**src/rtl/audio_avg_filter.sv**
```systemverilog
// ============================================================================
// Module   : audio_avg_filter
// Purpose  : Stereo moving-average low-pass between CODEC read and write side.
//            Optional macro AVG_BYPASS_EN adds a raw-sample bypass input.
// Revision : 1.0 - initial release
// ============================================================================
`default_nettype none

module audio_avg_filter #(
  parameter int DATA_W    = 24,
  parameter int LOG2_TAPS = 3
) (
  input  logic              CLOCK_50,
  input  logic              resetn,
`ifdef AVG_BYPASS_EN
  input  logic              bypass,
`endif
  input  logic              read_ready,
  input  logic [DATA_W-1:0] readdata_left,
  input  logic [DATA_W-1:0] readdata_right,
  output logic              read,
  input  logic              write_ready,
  output logic              write,
  output logic [DATA_W-1:0] writedata_left,
  output logic [DATA_W-1:0] writedata_right
);

  localparam int c_TAPS  = 2 ** LOG2_TAPS;
  localparam int c_SUM_W = DATA_W + LOG2_TAPS;

  typedef enum logic [2:0] {
    S_IDLE = 3'd0,
    S_REQ  = 3'd1,
    S_ACC  = 3'd2,
    S_OUT  = 3'd3,
    S_WAIT = 3'd4,
    S_DONE = 3'd5
  } state_t;

  state_t r_state;
  state_t w_state_nxt;

  logic w_read_nxt, w_write_nxt, w_cap, w_acc, w_load;
  logic r_read, r_write;

  logic        [DATA_W-1:0]    r_new_l, r_new_r;
  logic        [DATA_W-1:0]    r_wd_l, r_wd_r;
  logic        [LOG2_TAPS-1:0] r_ptr;
  logic signed [c_SUM_W-1:0]   r_sum_l, r_sum_r;
  logic        [DATA_W-1:0]    r_hist_l [c_TAPS];
  logic        [DATA_W-1:0]    r_hist_r [c_TAPS];

  logic signed [c_SUM_W-1:0] w_new_l_ext, w_new_r_ext, w_old_l_ext, w_old_r_ext;
  logic signed [c_SUM_W-1:0] w_sum_l_nxt, w_sum_r_nxt;
  logic        [DATA_W-1:0]  w_out_l, w_out_r;

  always_ff @(posedge CLOCK_50 or negedge resetn) begin
    if (!resetn) r_state <= S_IDLE;
    else         r_state <= w_state_nxt;
  end

  always_comb begin
    w_state_nxt = r_state;
    w_read_nxt  = 1'b0;
    w_write_nxt = 1'b0;
    w_cap       = 1'b0;
    w_acc       = 1'b0;
    w_load      = 1'b0;
    case (r_state)
      S_IDLE: if (read_ready) begin
        w_read_nxt  = 1'b1;
        w_state_nxt = S_REQ;
      end
      // Pop strobe is high this cycle, so the CODEC still presents the head pair.
      S_REQ: begin
        w_cap       = 1'b1;
        w_state_nxt = S_ACC;
      end
      S_ACC: begin
        w_acc       = 1'b1;
        w_state_nxt = S_OUT;
      end
      S_OUT: begin
        w_load      = 1'b1;
        w_state_nxt = S_WAIT;
      end
      S_WAIT: if (write_ready) begin
        w_write_nxt = 1'b1;
        w_state_nxt = S_DONE;
      end
      S_DONE:  w_state_nxt = S_IDLE;
      default: w_state_nxt = S_IDLE;
    endcase
  end

  // Running sum is the exact total of the window, so it never needs saturation.
  assign w_new_l_ext = {{LOG2_TAPS{r_new_l[DATA_W-1]}}, r_new_l};
  assign w_new_r_ext = {{LOG2_TAPS{r_new_r[DATA_W-1]}}, r_new_r};
  assign w_old_l_ext = {{LOG2_TAPS{r_hist_l[r_ptr][DATA_W-1]}}, r_hist_l[r_ptr]};
  assign w_old_r_ext = {{LOG2_TAPS{r_hist_r[r_ptr][DATA_W-1]}}, r_hist_r[r_ptr]};
  assign w_sum_l_nxt = r_sum_l + w_new_l_ext - w_old_l_ext;
  assign w_sum_r_nxt = r_sum_r + w_new_r_ext - w_old_r_ext;

  // Dropping the low LOG2_TAPS bits is the arithmetic shift (floor divide by TAPS).
`ifdef AVG_BYPASS_EN
  assign w_out_l = bypass ? r_new_l : r_sum_l[LOG2_TAPS +: DATA_W];
  assign w_out_r = bypass ? r_new_r : r_sum_r[LOG2_TAPS +: DATA_W];
`else
  assign w_out_l = r_sum_l[LOG2_TAPS +: DATA_W];
  assign w_out_r = r_sum_r[LOG2_TAPS +: DATA_W];
`endif

  always_ff @(posedge CLOCK_50 or negedge resetn) begin
    if (!resetn) begin
      r_read  <= 1'b0;
      r_write <= 1'b0;
      r_new_l <= '0;
      r_new_r <= '0;
      r_wd_l  <= '0;
      r_wd_r  <= '0;
      r_ptr   <= '0;
      r_sum_l <= '0;
      r_sum_r <= '0;
      for (int i = 0; i < c_TAPS; i++) begin
        r_hist_l[i] <= '0;
        r_hist_r[i] <= '0;
      end
    end else begin
      r_read  <= w_read_nxt;
      r_write <= w_write_nxt;
      if (w_cap) begin
        r_new_l <= readdata_left;
        r_new_r <= readdata_right;
      end
      if (w_acc) begin
        r_sum_l         <= w_sum_l_nxt;
        r_sum_r         <= w_sum_r_nxt;
        r_hist_l[r_ptr] <= r_new_l;
        r_hist_r[r_ptr] <= r_new_r;
        r_ptr           <= r_ptr + 1'b1;
      end
      if (w_load) begin
        r_wd_l <= w_out_l;
        r_wd_r <= w_out_r;
      end
    end
  end

  assign read            = r_read;
  assign write           = r_write;
  assign writedata_left  = r_wd_l;
  assign writedata_right = r_wd_r;

endmodule

`default_nettype wire
```
**config.mk**
```make
export PLATFORM = sky130hd
export DESIGN_NAME = audio_avg_filter
export DESIGN_NICKNAME = d
export VERILOG_FILES = /design/src/rtl/audio_avg_filter.sv
export SDC_FILE = /design/constraint.sdc
export NUM_CORES = 1
export LEC_CHECK = 0
export BUFFER_PORTS_ARGS = -buffer_cell sky130_fd_sc_hd__buf_2
export CAP_MARGIN = 25
export CORE_UTILIZATION = 55
export DETAILED_ROUTE_END_ITERATION = 10
export PLACE_DENSITY = 0.72
export SLEW_MARGIN = 20
export SYNTH_ARGS = -nofsm -noshare
export SYNTH_HDL_FRONTEND = slang
export SYNTH_SLANG_ARGS = --single-unit
```
**constraint.sdc**
```tcl
create_clock -name CLOCK_50 -period 10.15 [get_ports CLOCK_50]
set_clock_uncertainty 0.2 [all_clocks]
set_input_delay 2.03 -clock CLOCK_50 [delete_from_list [all_inputs] [get_ports CLOCK_50]]
set_output_delay 2.03 -clock CLOCK_50 [all_outputs]
set_load 0.01 [all_outputs]
```
# Yosys cells after proc, flatten, opt, wreduce, memory -nomap -nowiden
# Index checks and enable logic that the tools add are counted.
[word_totals]
regBits = 542
output_inout_bits = 50
wordCells = 63
[op_classes]
n_addsub = 5
magnitude_cmp = 2
eq_ne = 6
n_mux = 20
bitwise = 1
reduce_logical = 3
[ops]
columns = ["operator", "count"]
rows = [
  ["$bwmux W192", 2],
  ["$bmux W24 S3", 2],
  ["$mux W24", 5],
  ["$demux W24 S3", 1],
  ["$add A27 B24 Y27", 2],
  ["$sub A27 B24 Y27", 2],
  ["$pmux W3 S5", 1],
  ["$mux W1", 7],
  ["$eq A3 B2 Y1 const B", 2],
  ["$mux W3", 2],
  ["$ge A4 B4 Y1 const B", 1],
  ["$lt A4 B1 Y1 const B", 1],
  ["$ne A2 B2 Y1 const B", 2],
  ["$not A3 Y4", 1],
  ["$add A3 B1 Y3 const B", 1],
  ["$eq A3 B1 Y1 const B", 1],
  ["$eq A3 B3 Y1 const B", 1],
  ["$logic_not A3 Y1", 1],
  ["$reduce_and A2 Y1", 1],
  ["$logic_and A1 B1 Y1", 1],
]

# Depth between registers and ports, before layout
# Gate-level depths: netlist of the first run.
[logic_depth]
depth_word = 6
mapped_depth = 18
ltp_nobuf = 15

# Least setup slack after synthesis of the first run
# No wires, ideal clock.
[synth_timing]
kind = "flip-flop to flip-flop"
start = "register r_ptr[0]"
end = "register r_sum_r[26]"
setup_time_ps = 126
arrival_time_ps = 4572
slack_ps = 5252
path_stages_with_launch = 19
n_path_buf = 3
cell_sequence = "dfrtp_1 > clkbuf_1 > clkbuf_1 > buf_2 > mux4_2 > nand2_1 > nand2_1 > ha_1 > inv_1 > ha_1 > fa_1 > a21oi_1 > o21ai_1 > a31oi_1 > a211oi_2 > a221o_1 > a211oi_2 > nor4_1 > a311o_1"
[synth_via]
elab_chain_len = 5
[synth_rtl]
columns = ["element", "line_no", "text"]
rows = [
  ["start, declared", "48", "logic [LOG2_TAPS-1:0] r_ptr;"],
  ["start signal, assigned", "140", "r_ptr <= r_ptr + 1'b1;"],
  ["$not A3 Y4 (not written as such)", "100", "assign w_old_r_ext = {{LOG2_TAPS{r_hist_r[r_ptr][DATA_W-1]}}, r_hist_r[r_ptr]};"],
  ["$bmux W24 S3", "100", ""],
  ["$mux W24 (not written as such) (2 in series)", "100", ""],
  ["$sub A27 B24 Y27", "102", "assign w_sum_r_nxt = r_sum_r + w_new_r_ext - w_old_r_ext;"],
  ["end signal, assigned", "137", "r_sum_r <= w_sum_r_nxt;"],
  ["end, declared", "49", "logic signed [c_SUM_W-1:0] r_sum_l, r_sum_r;"],
]
# No other way between the ends. The select of a mux whose other input is x is not followed.
# A chain may end at the register's enable or synchronous reset.

# Worst setup path after layout of the first run
# Same ends and word-level chain as after synthesis.

==> flow_metrics.py, run 1 <==
metrics = {
    "clock_network": {
        "cts.clk_slew.worst_paths_ps": 60,
        "cts.root.buffer_cell": "clkbuf_16",
        "numCtsBuffers": 56,
        "h-tree-depth": 2,
        "numClockSinks": 542,
        "clock_latency_ps": 620,
        "clock_path_buffers": 3,
        "cts_hold_buf": 0,
        "post_cts_buffers": 0,
        "cts_tree": "done",
        "cts-resized-gates": 0,
    },
    "critical_path": {
        "cp-end-kind": "flip-flop",
        "cp_max_fo": 40,
        "worstSetupStartpointType": "flip-flop",
        "r2r-start": "r_ptr[0]$_DFFE_PN0P_",
        "crit_type": "reg2reg",
        "worst_ep_required_time_ps": 10440,
        "crit_start": "r_ptr[0]$_DFFE_PN0P_",
        "critical_path_arrival_ps": 6130,
    },
    "place": {
        "place.gp.congestion": 0.895,
        "io_buffers": 101,
        "dp_hpwl_um": 38700,
    },
    "yosys": {
        "synthCells": 2465,
        "syn_nets": 2626,
        "synth_area_per_cell_um2": 10.7,
        "synth_top_flop_cell": "dfrtp_1",
        "synth.area.top_cells": "dfrtp_1, mux4_2, nand2_1",
        "yosysSeqAreaShare_pct": 51.3,
        "synth_top_area_cell": "dfrtp_1",
        "yosys_warnings": 0,
        "synth_top_area_share_pct": 51.3,
        "synth_edf_count": 0,
        "synth_cell_types": 60,
        "ys_ff_latch": 542,
        "async_flop_share_pct": 100,
        "syn_area_um2": 26400,
    },
    "sta": {
        "max_freq_mhz": 171,
        "fin_crit_sh_pct": 57.6,
        "fin_crit_ps": 5840,
        "hold_viol_final": 0,
        "rsz0062_at_grt": "no",
        "slew_violations": 0,
        "maxSlewHeadroom_pct": 35.8,
        "setup_viol": 0,
        "fin_setup_tns_ps": 0,
        "worst_slew_pin_slew_ps": 959,
    },
    "routing": {
        "wl_per_cell_um": 19.7,
        "firstDrtPassIters": 7,
        "vias": 18200,
        "drt_iter0_drc": 1284,
        "final_antenna_net_count": 0,
        "drc": 0,
        "wl_um": 62200,
        "routed_via_density": 5.76,
    },
    "job": {
        "drv_cap": 0,
    },
    "grt": {
        "grt_pass1_wl_um": 102000,
        "grt_max_degree": 134,
        "grt_pass1_vias": 18900,
        "antenna_found_initial": 0,
        "track_usage_pct": 26.4,
        "overflow": 0,
    },
    "hold_path": {
        "min-delay-start": "writedata_left[16]$_DFFE_PN0N_",
        "hold_class": "reg2reg",
    },
    "cells_and_area": {
        "drive_gt1_share_pct": 18.9,
        "area_growth_pct": 11.4,
        "antennaDiodeCount": 0,
        "nFillCells": 3721,
        "nets": 2675,
    },
    "die": {
        "io_pins": 102,
        "core_area_um2": 47000,
        "dieArea_um2": 49000,
        "rows": 79,
        "initial_core_util_pct": 56.3,
        "die_y_um": 221,
        "die-width_um": 221,
    },
    "status": {
        "status": "completed",
    },
}
[cell families (layout without fill, tap and decap cells)]
kind of cell | count (synthesis) | after routing | share of synthesized area [%]
simple gates | 665 | 665 | 10.2
flops | 542 | 542 | 51.3
compound gates | 530 | 530 | 11.2
buf+inv | 332 | 427 | 4.76
mux | 247 | 247 | 14.6
fa+ha+maj | 109 | 109 | 6.63
xor+xnor | 40 | 40 | 1.32
[flip-flops by register name, summed over array words and instances (netlist names)]
signal           flops
writedata_right     24
r_state              3
writedata_left      24
r_new_l             24
r_new_r             24
r_hist_l           192
write                1
r_sum_r             27
r_sum_l             27
r_hist_r           192
r_ptr                3
read                 1
[worst paths after layout]
check	endpoint	slack (ps)	cells after the start
hold reg to reg	writedata_left[16]$_DFFE_PN0N_	270	2
min in group asynchronous	r_hist_r[89]$_DFFE_PN0P_	1230	1
setup reg to reg	r_sum_r[26]$_DFFE_PN0P_	4310	15
max in group asynchronous	r_sum_l[9]$_DFFE_PN0P_	6540	3
setup / recovery	r_sum_r[26]$_DFFE_PN0P_	4310	15
hold / removal	writedata_left[16]$_DFFE_PN0N_	270	2
[Yosys cell counts (3+ instances only)]
library cell and instances:
inv_1 196, nand2b_1 7, nor3b_1 5, a211oi_1 4
mux4_2 96, and3_1 8, buf_1 10, a31oi_1 6
nor2b_1 3, o2111ai_1 3, ha_1 57, clkbuf_1 117
o21ai_1 3, a211o_1 3, nand3_1 16, nor2_1 30
a21o_1 27, and2_1 5, o21a_1 5, nor3_1 9
mux2_2 144, a21oi_1 45, xor2_1 22, buf_2 9
o31ai_1 9, xnor2_1 18, mux2i_1 7, nand4_1 7
and4_1 4, fa_1 52, o21ai_0 394, or3_1 3
o211ai_1 9, o21bai_1 5, nand2_1 555, dfrtp_1 542
[layout make-up]
class	count	area (um2)	share of cell area, %
well taps	607	759	2.58
clock buffers	84	1680	5.70
clock inverters	20	265	0.901
inverters	196	736	2.50
multi-input cells	1591	11700	39.7
flip-flops and latches	542	13600	46.1
repair buffers	127	743	2.52
[layer usage]
metal | GRT usage (%) | wire, um | up-vias
met2 | 43.0 | 30000 | 490
li1 | - | - | 8459
met4 | 8.39 | 1680 | 0
met1 | 36.9 | 27500 | 9167
met3 | 3.70 | 3090 | 112
met5 | 0 | 0 | -
[metrics by stage]
| stage | instances | cell area [um2] | utilization [%] | hold WS, ps | setup slack (ps) |
|---|---|---|---|---|---|
| final | 3167 | 29400 | 62.7 | 271 | 4310 |
| after global placement | 3062 | 27500 | 58.5 | 256 | 4460 |
| after floorplan | 2465 | 26400 | - | 245 | 5250 |
| after CTS | 3166 | 29400 | 62.7 | 279 | 4300 |
| after detailed placement | 3062 | 27500 | 58.5 | 265 | 4360 |
| after global routing | 3167 | 29400 | 62.7 | 292 | 4010 |
[worst max-delay path, stage by stage, from the launching register on]
cell and delay, ps:
dfrtp_4 1010, buf_4 620, mux4_2 580, nand2_1 80, nand2_1 70, fa_1 500
inv_1 80, fa_1 410, a21oi_1 200, o21ai_1 110, a31oi_1 470, a211oi_2 230
a221o_1 460, a211oi_2 250, nor4_1 70, a311o_1 340
[cell usage in the layout, fill, tap and decap left out, types with 6 or more instances in the layout]
cell	count
a21o_1	27
a21oi_1	45
a31oi_1	6
and3_1	8
buf_2	100
buf_4	24
bufinv_16	6
clkbuf_1	12
clkbuf_16	57
clkbuf_8	15
clkinv_2	9
dfrtp_1	539
fa_1	52
ha_1	57
inv_1	195
mux2_2	144
mux2i_1	7
mux4_2	96
nand2_1	551
nand2b_1	7
nand3_1	13
nand4_1	7
nor2_1	30
nor3_1	7
o211ai_1	9
o21ai_0	394
o31ai_1	9
xnor2_1	18
xor2_1	22
Power of run 1 is left out: the tool's default activity adds up to more than one toggle a clock period on the data nets, which glitch-free logic cannot reach.
==> run 2, diff against run 1 <==
--- a/config.mk
+++ b/config.mk
@@ -5,11 +5,12 @@
 export SDC_FILE = /design/constraint.sdc
 export NUM_CORES = 1
 export LEC_CHECK = 0
+export ABC_AREA = 1
 export BUFFER_PORTS_ARGS = -buffer_cell sky130_fd_sc_hd__buf_2
 export CAP_MARGIN = 25
 export CORE_UTILIZATION = 55
 export DETAILED_ROUTE_END_ITERATION = 10
-export PLACE_DENSITY = 0.72
+export PLACE_DENSITY = 0.75
 export SLEW_MARGIN = 20
 export SYNTH_ARGS = -nofsm -noshare
 export SYNTH_HDL_FRONTEND = slang
==> constraint.sdc (replaced) <==
create_clock -name CLOCK_50 -period 5.25 [get_ports CLOCK_50]
set_clock_uncertainty 0.2 [all_clocks]
set_input_delay 1.05 -clock CLOCK_50 [delete_from_list [all_inputs] [get_ports CLOCK_50]]
set_output_delay 1.05 -clock CLOCK_50 [all_outputs]
set_load 0.01 [all_outputs]
==> run 2 against run 1 <==
Via count grew 25%. Worst setup slack lost 3200 ps. Cell count grew 33%. Sequential cell count is the same. Die area grew 4.8%. Sequential share of layout area shrank 2.1 points.
==> flow_metrics.py, run 2 <==
metrics = {
    "hold_path": {
        "hold_class": "reg2reg",
    },
    "yosys": {
        "synth_top_family_by_area": "simple AND/OR/NAND/NOR gates",
        "yosysSeqAreaShare_pct": 48.9,
        "synth_top_area_share_pct": 48.9,
        "synth_area_per_cell_um2": 7.96,
        "synthCells": 3481,
        "synth_top_area_cell": "dfrtp_1",
        "synth_simple_gate_area_share_pct": 19.2,
        "synth.area.top_cells": "dfrtp_1, nand2_1, o21ai_0",
        "synth_fa_ha_area_share_pct": 6.33,
        "synth_common_cells": "nand2_1, dfrtp_1, o21ai_0",
        "synth_edf_count": 0,
        "syn_area_um2": 27700,
        "yosysMostFrequentCell": "nand2_1",
        "ys_ff_latch": 542,
        "synth_cell_types": 37,
        "synth-xor-area-share_pct": 0.885,
        "synthMuxAreaShare_pct": 0.244,
        "yosys_warnings": 0,
        "syn_nets": 3642,
        "synth_compound_area_share_pct": 15.6,
        "synth_top_flop_cell": "dfrtp_1",
        "async_flop_share_pct": 100,
    },
    "die": {
        "initial_core_util_pct": 56.2,
        "io_pins": 102,
        "die-width_um": 227,
        "dieArea_um2": 51300,
        "die_y_um": 227,
        "rows": 81,
        "core_area_um2": 49400,
    },
    "critical_path": {
        "reg2reg_setup_slack_ps": 1110,
        "crit_type": "reg2reg",
        "crit_top_cell": "nand2_1",
        "worst-path-buf-inv": 6,
        "crit_path_cell_trace": "inv_2 -> nor2_2 -> inv_2 -> buf_12 -> nor2_1 -> o21ai_0 -> o2111ai_1 -> fa_1 -> inv_1 -> ha_1 -> nand2_1 -> inv_1 -> nand2_1 -> nand2_1 -> inv_1 -> nand3_1 -> nand2_1 -> nand3_1 -> nand3_1 -> o21ai_0",
        "worst_ep_required_time_ps": 5520,
        "cp-end-kind": "flip-flop",
        "worstSetupStartpointType": "flip-flop",
        "critPathTopFamily": "simple AND/OR/NAND/NOR gates",
        "cp_max_fo": 24,
        "slowest_delay_ps": 450,
        "critPathSlowestCell": "dfrtp_1",
        "critical_path_arrival_ps": 4410,
    },
    "routing": {
        "drc": 0,
        "routed_via_density": 5.42,
        "firstDrtPassIters": 5,
        "vias": 22800,
        "wl_um": 72700,
        "wl_per_cell_um": 17.2,
        "drt_iter0_drc": 2052,
        "final_antenna_net_count": 0,
    },
    "cells_and_area": {
        "regArea_um2": 13600,
        "drive_gt1_share_pct": 7.47,
        "layout_commonest_cell": "nand2_1",
        "nets": 3665,
        "antennaDiodeCount": 0,
        "area_growth_pct": 11.1,
        "largest_registers": "r_hist_l: 192 flops, r_hist_r: 192 flops",
        "final_cell_mix": "nand2_1, dfrtp_1, o21ai_0",
        "nFillCells": 4333,
        "multi_input_area_um2": 11800,
    },
    "sta": {
        "fin_setup_tns_ps": 0,
        "maxSlewHeadroom_pct": 34.3,
        "fin_crit_ps": 4140,
        "max_freq_mhz": 241,
        "fin_crit_sh_pct": 78.9,
        "slew_violations": 0,
        "worst_slew_pin_slew_ps": 986,
        "setup_viol": 0,
        "hold_viol_final": 0,
        "rsz0062_at_grt": "no",
    },
    "clock_network": {
        "clock_path_buffers": 3,
        "numCtsBuffers": 57,
        "clock_latency_ps": 620,
        "numClockSinks": 542,
        "cts-resized-gates": 0,
        "cts.root.buffer_cell": "clkbuf_16",
        "cts.clk_slew.worst_paths_ps": 60,
        "h-tree-depth": 2,
        "cts_hold_buf": 0,
        "cts_tree": "done",
        "post_cts_buffers": 0,
    },
    "place": {
        "io_buffers": 101,
        "dp_hpwl_um": 47300,
        "place.gp.congestion": 0.958,
    },
    "status": {
        "status": "completed",
    },
    "job": {
        "drv_cap": 0,
    },
    "grt": {
        "track_usage_pct": 29.6,
        "antenna_found_initial": 1,
        "overflow": 0,
        "grt_max_degree": 171,
        "grt_pass1_wl_um": 119000,
        "grt_pass1_vias": 22500,
    },
}
## run 2: area by class of cell
class,instances,share of cell area [%]
Sequential cell,542,44.0
Inverter,449,5.48
Clock buffer,77,5.33
Multi-Input combinational cell,2318,38.4
Tap cell,664,2.70
Timing Repair Buffer,136,3.01
Clock inverter,27,1.01
## run 2: final timing paths
kind / startpoint / end / cells past startpoint
worst max-delay path: r_ptr[2]$_DFFE_PN0P_ / r_sum_r[18]$_DFFE_PN0P_ / 20
worst min-delay path: r_sum_r[23]$_DFFE_PN0P_ / r_sum_r[23]$_DFFE_PN0P_ / 2
worst max register to register: r_ptr[2]$_DFFE_PN0P_ / r_sum_r[18]$_DFFE_PN0P_ / 20
worst min register to register: r_sum_r[23]$_DFFE_PN0P_ / r_sum_r[23]$_DFFE_PN0P_ / 2
max in group asynchronous: resetn / r_hist_r[24]$_DFFE_PN0P_ / 2
min in group asynchronous: resetn / r_hist_r[63]$_DFFE_PN0P_ / 1
## run 2: tightest hold or removal path: cells and delay by family, from the launching register on
kind | cells | cell delay, ps
simple gates | 2 | 110
flops | 1 | 340
## run 2: cell families after synthesis
kind of cell	Yosys count
flip-flops	542
XOR/XNOR	28
adder cells (fa/ha/maj)	109
AND/OR/NAND/NOR	1373
multiplexers	6
buffers and inverters	621
AO/OA/AOI/OAI	802
## run 2: per-layer routing
| layer | vias to the layer above | track usage (%) | wire [um] |
|---|---|---|---|
| met4 | 0 | 9.39 | 2250 |
| met5 | - | 0 | 0 |
| li1 | 11200 | - | - |
| met1 | 10900 | 38.8 | 30800 |
| met2 | 628 | 50.8 | 35800 |
| met3 | 131 | 3.84 | 3820 |
## run 2: per-stage QoR
| step | setup slack, ps | utilization (%) | cell area [um2] | hold WS [ps] | cells |
|---|---|---|---|---|---|
| 2_1_floorplan | 2000 | - | 27700 | 248 | 3481 |
| 3_5_place_dp | 1260 | 58.4 | 28800 | 266 | 4108 |
| 5_1_grt | 747 | 62.4 | 30800 | 300 | 4213 |
| 6_report | 1110 | 62.4 | 30800 | 279 | 4213 |
| 4_1_cts | 1240 | 62.3 | 30800 | 282 | 4212 |
| 3_3_place_gp | 1300 | 58.4 | 28800 | 260 | 4108 |
Power of run 2 is left out for the same reason.
